--- src/rtl/samples_mem_pkg.sv ---
// Shared definitions for the sample-memory upload/download paths.
package samples_mem_pkg;

  localparam int IOCTL_ADDR_W = 25;
  localparam logic [7:0] OOR_FILL_DEFAULT = 8'hFF;

  typedef enum logic [1:0] {
    IDLE,
    READY,
    REQ,
    CAPTURE
  } upload_state_t;

endpackage

--- src/rtl/samples_mem_upload.sv ---
// HPS upload reader: serves ioctl byte reads from the sample RAM through a
// request/grant borrowed read port, tracking byte count and checksum.
module samples_mem_upload
  import samples_mem_pkg::*;
#(
  parameter int         ADDR_WIDTH = 13,
  parameter int         DATA_WIDTH = 8,
  parameter logic [7:0] OOR_FILL   = OOR_FILL_DEFAULT
) (
  input  logic                    clk,
  input  logic                    reset,
  input  logic                    ioctl_upload,
  input  logic                    ioctl_rd,
  input  logic [IOCTL_ADDR_W-1:0] ioctl_addr,
  output logic [7:0]              ioctl_din,
  output logic                    ioctl_wait,
  output logic                    mem_req,
  input  logic                    mem_gnt,
  output logic                    mem_rd,
  output logic [ADDR_WIDTH-1:0]   mem_addr,
  input  logic [DATA_WIDTH-1:0]   mem_data,
  output logic                    upload_active,
  output logic [ADDR_WIDTH:0]     byte_count,
  output logic [7:0]              checksum,
  output logic                    protocol_err
);

  localparam logic [ADDR_WIDTH:0] CNT_ONE = 1;

  upload_state_t r_state;
  upload_state_t w_next;

  logic [7:0]            r_din;
  logic                  r_wait;
  logic                  r_mem_req;
  logic [ADDR_WIDTH-1:0] r_mem_addr;
  logic                  r_upload_active;
  logic [ADDR_WIDTH:0]   r_byte_count;
  logic [7:0]            r_checksum;
  logic                  r_protocol_err;

  logic       w_in_range;
  logic       w_abort;
  logic       w_serve;
  logic [7:0] w_serve_byte;

  // Upper address bits are compared so out-of-range reads never alias.
  assign w_in_range = (ioctl_addr[IOCTL_ADDR_W-1:ADDR_WIDTH] == '0);
  assign w_abort    = (r_state != IDLE) && !ioctl_upload;

  always_comb begin
    w_serve      = 1'b0;
    w_serve_byte = 8'h00;
    if (!w_abort) begin
      if (r_state == CAPTURE) begin
        w_serve      = 1'b1;
        w_serve_byte = mem_data[7:0];
      end else if (r_state == READY && ioctl_rd && !w_in_range) begin
        w_serve      = 1'b1;
        w_serve_byte = OOR_FILL;
      end
    end
  end

  always_ff @(posedge clk or posedge reset) begin
    if (reset) r_state <= IDLE;
    else       r_state <= w_next;
  end

  always_comb begin
    w_next = r_state;
    unique case (r_state)
      IDLE:    if (ioctl_upload) w_next = READY;
      READY:   if (!ioctl_upload) w_next = IDLE;
               else if (ioctl_rd && w_in_range) w_next = REQ;
      REQ:     if (!ioctl_upload) w_next = IDLE;
               else if (mem_gnt) w_next = CAPTURE;
      CAPTURE: if (!ioctl_upload) w_next = IDLE;
               else w_next = READY;
      default: w_next = IDLE;
    endcase
  end

  always_ff @(posedge clk or posedge reset) begin
    if (reset) begin
      r_din           <= '0;
      r_wait          <= 1'b0;
      r_mem_req       <= 1'b0;
      r_mem_addr      <= '0;
      r_upload_active <= 1'b0;
      r_byte_count    <= '0;
      r_checksum      <= '0;
      r_protocol_err  <= 1'b0;
    end else begin
      r_upload_active <= ioctl_upload;

      if (w_serve) begin
        r_din      <= w_serve_byte;
        r_checksum <= r_checksum + w_serve_byte;
        if (r_byte_count != '1) r_byte_count <= r_byte_count + CNT_ONE;
      end

      // An abort drops the handshake but keeps the session results visible.
      if (w_abort) begin
        r_mem_req <= 1'b0;
        r_wait    <= 1'b0;
      end else begin
        unique case (r_state)
          IDLE: begin
            if (ioctl_upload) begin
              r_byte_count   <= '0;
              r_checksum     <= '0;
              r_protocol_err <= 1'b0;
            end
          end
          READY: begin
            if (ioctl_rd && w_in_range) begin
              r_mem_addr <= ioctl_addr[ADDR_WIDTH-1:0];
              r_wait     <= 1'b1;
              r_mem_req  <= 1'b1;
            end
          end
          REQ: begin
            if (mem_gnt)  r_mem_req      <= 1'b0;
            if (ioctl_rd) r_protocol_err <= 1'b1;
          end
          CAPTURE: begin
            r_wait <= 1'b0;
            if (ioctl_rd) r_protocol_err <= 1'b1;
          end
          default: ;
        endcase
      end
    end
  end

  assign mem_rd        = (r_state == REQ) && mem_gnt;
  assign ioctl_din     = r_din;
  assign ioctl_wait    = r_wait;
  assign mem_req       = r_mem_req;
  assign mem_addr      = r_mem_addr;
  assign upload_active = r_upload_active;
  assign byte_count    = r_byte_count;
  assign checksum      = r_checksum;
  assign protocol_err  = r_protocol_err;

endmodule

--- config.mk ---
export PLATFORM = sky130hd
export DESIGN_NAME = samples_mem_upload
export DESIGN_NICKNAME = d
export VERILOG_FILES = /design/src/rtl/samples_mem_pkg.sv /design/src/rtl/samples_mem_upload.sv
export SDC_FILE = /design/constraint.sdc
export NUM_CORES = 1
export LEC_CHECK = 0
export ABC_AREA = 1
export CAP_MARGIN = 20
export CORE_MARGIN = 10
export CORE_UTILIZATION = 30
export CTS_CLUSTER_DIAMETER = 200
export DETAILED_ROUTE_END_ITERATION = 16
export MAX_ROUTING_LAYER = met4
export PLACE_DENSITY = 0.57
export SYNTH_ARGS = -nofsm -noshare
export SYNTH_HDL_FRONTEND = slang
export SYNTH_SLANG_ARGS = --single-unit
--- constraint.sdc ---
create_clock -name clk -period 3.2 [get_ports clk]
set_input_delay 0.64 -clock clk [delete_from_list [all_inputs] [get_ports clk]]
set_output_delay 0.64 -clock clk [all_outputs]
set_load 0.02 [all_outputs]
==> metrics.txt <==
Filler cells=942; Lkg Pwr=1.91 nW; remaining antenna violation count after routing=0; CTS HTree Levels=2; Worst EP arrival=2.95 ns; layout cells sized above 1=8.69%; post-route setup TNS=0 ns; Buffers on Ports=85; vias in the first global route=2,522; post-synth net total=406; Hold Fails Final Rpt=0; unrepaired setup endpoints after global routing=false; WL final=7670 µm; crit path kind=in -> reg; hold crit path type=reg -> reg; setup bufs post-CTS=0; total number of yosys warnings=0; total track usage=11.6%; Starting DRT DRC Count=80; power share of the clock group=15.0%; Rel. slew slack=54.1%; drt wl/cell=13.7 µm; NetSw=1.31 mW; n_diodes=0; vias per cell=4.67; syn avg cell area=7.86 µm²; most numerous cell in the Yosys netlist=nand2_1; Final setup violation count=0; DR vias=2,617; Synth area leaders=dfrtp_1 (43%), nand2_1 (13%), nor2_1 (8.9%); crit end category=flip-flop; Clock Skew=0.00735 ns; CP max FO=12; clock slew at reported path FFs=0.10 ns; DRT Pass-1 Iters=4; total power=3.04 mW; measured slew at the worst slew-check pin=0.687 ns; Die Span Y=117 µm; power per cell area=777 mW/mm²; # DRC=0; CP startpoint kind=primary input; status=completed; CTS tree=done; max-cap check violation count=0; pins over their slew limit=0; synth unique cells=31; list of most frequent post-synthesis cells=nand2_1 (95), nor2_1 (67), dfrtp_1 (49); Top Ports=86; peak supply drop=279 µV; Int Pwr=1.73 mW; clock sinks=49; CTS Buf Count=5; Die Area=0.0137 mm²; grt ovf=0; Syn Inst Count=359; largest area contributor in the netlist=dfrtp_1; GPL Wtd Cong=0.884; Std-Cell Rows=35; first-pass GRT wire length=12,300 µm; CTS root buf=clkbuf_8; sequential power share=33.4%; clk_lat worst skew=0.30 ns; most common flop cell mapped by yosys=dfrtp_1; P&R area growth vs syn=38.9%; switching power share of the total=43.2%; synthesized area=0.00282 mm²; DP HPWL=6060 µm; PostCTS Resize Cnt=0; Initial Util=30.7%; Final period util=86.0%; initial antenna violation count=0; Synth async-reset ratio=100%; top cell type's share of synthesized area=43.5%; Synth Register Bits=49; post-synthesis sequential area ratio=43.5%; EDFF count, synth=0; CP required=3.40 ns; Hold-fix buffers, CTS=0; hold slack=0.484 ns; largest net degree at the start of global routing=33; die width=117 µm; clk buf depth=2; nets@finish=495; minimum clock period=2.75 ns; Comb pwr share=51.6%; Fmax=363 MHz; Placeable Area=0.00920 mm²
flip-flops by register name (all words and copies together), names as in the netlist:
signal	count
byte_count	14
checksum	8
ioctl_din	8
ioctl_wait	1
mem_addr	13
mem_req	1
protocol_err	1
r_state	2
upload_active	1
path summary, 6_finish.rpt:
path	start	to	slack [ns]	cells past startpoint
min in group asynchronous	reset	ioctl_din[7]$_DFFE_PP0P_	0.76	2
worst max-delay path	ioctl_addr[22]	checksum[7]$_DFF_PP0_	0.45	19
worst max register to register	r_state[0]$_DFFE_PP0P_	checksum[7]$_DFF_PP0_	0.75	15
max in group asynchronous	reset	byte_count[6]$_DFF_PP0_	1.84	3
worst min-delay path	ioctl_wait$_DFFE_PP0P_	ioctl_wait$_DFFE_PP0P_	0.48	2
worst min register to register	ioctl_wait$_DFFE_PP0P_	ioctl_wait$_DFFE_PP0P_	0.48	2
per-stage QoR:
| step | util, % | cell area (µm²) | cells | setup slack, ns |
|---|---|---|---|---|
| after detailed placement | 41.3 | 3800 | 552 | 0.105 |
| after floorplan | - | 2820 | 359 | 0.450 |
| after global placement | 41.3 | 3800 | 552 | 0.123 |
| after CTS | 42.6 | 3920 | 560 | 0.429 |
| after global routing | 42.6 | 3920 | 560 | 0.133 |
| final | 42.6 | 3920 | 560 | 0.447 |
layout by cell type, fill, tap and decap left out, types with 3 or more instances in the layout:
cell type        instances
nor3_1                   3
o21ai_0                 17
buf_4                    8
clkdlybuf4s50_1         85
nor2_2                   3
o21ai_1                  5
inv_1                   29
nand3_1                 13
a21oi_1                 17
xnor2_1                  3
mux2_4                   8
dfrtp_1                 49
nand2_2                  3
mux2_2                   5
nand4_1                  6
nand2_1                 95
clkbuf_8                 5
xor2_1                   6
ha_1                     8
nor2_1                  67
cell type report:
| class | instances | area [µm²] | area share, % |
|---|---|---|---|
| clock inverters | 3 | 46.3 | 1.18 |
| repair buffers | 93 | 911 | 23.3 |
| multi-input cells | 269 | 1410 | 36.1 |
| well taps | 111 | 139 | 3.55 |
| inverters | 30 | 113 | 2.88 |
| clock buffers | 5 | 68.8 | 1.76 |
| flip-flops and latches | 49 | 1230 | 31.3 |
cell families after synthesis:
family	share of synthesized area, %
AOI/OAI and AO/OA	7.76
xor gates and xnor gates	2.80
and+or+nand+nor	29.0
adders and majority gates	4.26
DFF	43.5
muxes	6.26
buffers and inverters	6.43
metal layers:
metal / GRT usage [%] / up-vias / routed length (µm) / share of wire [%]
met2: 18.0 / 87 / 3570 / 47
met3: 2.65 / 8 / 484 / 6.3
met1: 14.5 / 1189 / 3510 / 46
li1: - / 1333 / - / -
met5: - / - / 0 / 0
met4: 3.79 / 0 / 103 / 1.3
power by group through the flow:
stage | registers [mW] | logic (mW) | clock network [mW]
2_1_floorplan | 1.20 | 0.778 | 0
3_3_place_gp | 1.03 | 1.58 | 0
3_5_place_dp | 1.03 | 1.59 | 0
4_1_cts | 1.02 | 1.59 | 0.474
5_1_grt | 1.05 | 1.75 | 0.497
6_report | 1.02 | 1.57 | 0.457
critical path: stages:
cell,delay [ns]
clkdlybuf4s50_1,0.39
nor2_1,0.10
nand2_1,0.07
nor2_2,0.13
nand2_1,0.08
nand2_2,0.08
nand2_2,0.07
nand2_2,0.19
nor2_1,0.07
ha_1,0.32
or2_2,0.30
nand3_1,0.10
nand2_1,0.06
nand2_1,0.06
nand2_1,0.04
inv_1,0.06
nand3_1,0.07
nand2_1,0.07
nor2_1,0.05
No activity file was read; power rests on OpenSTA's default activity.
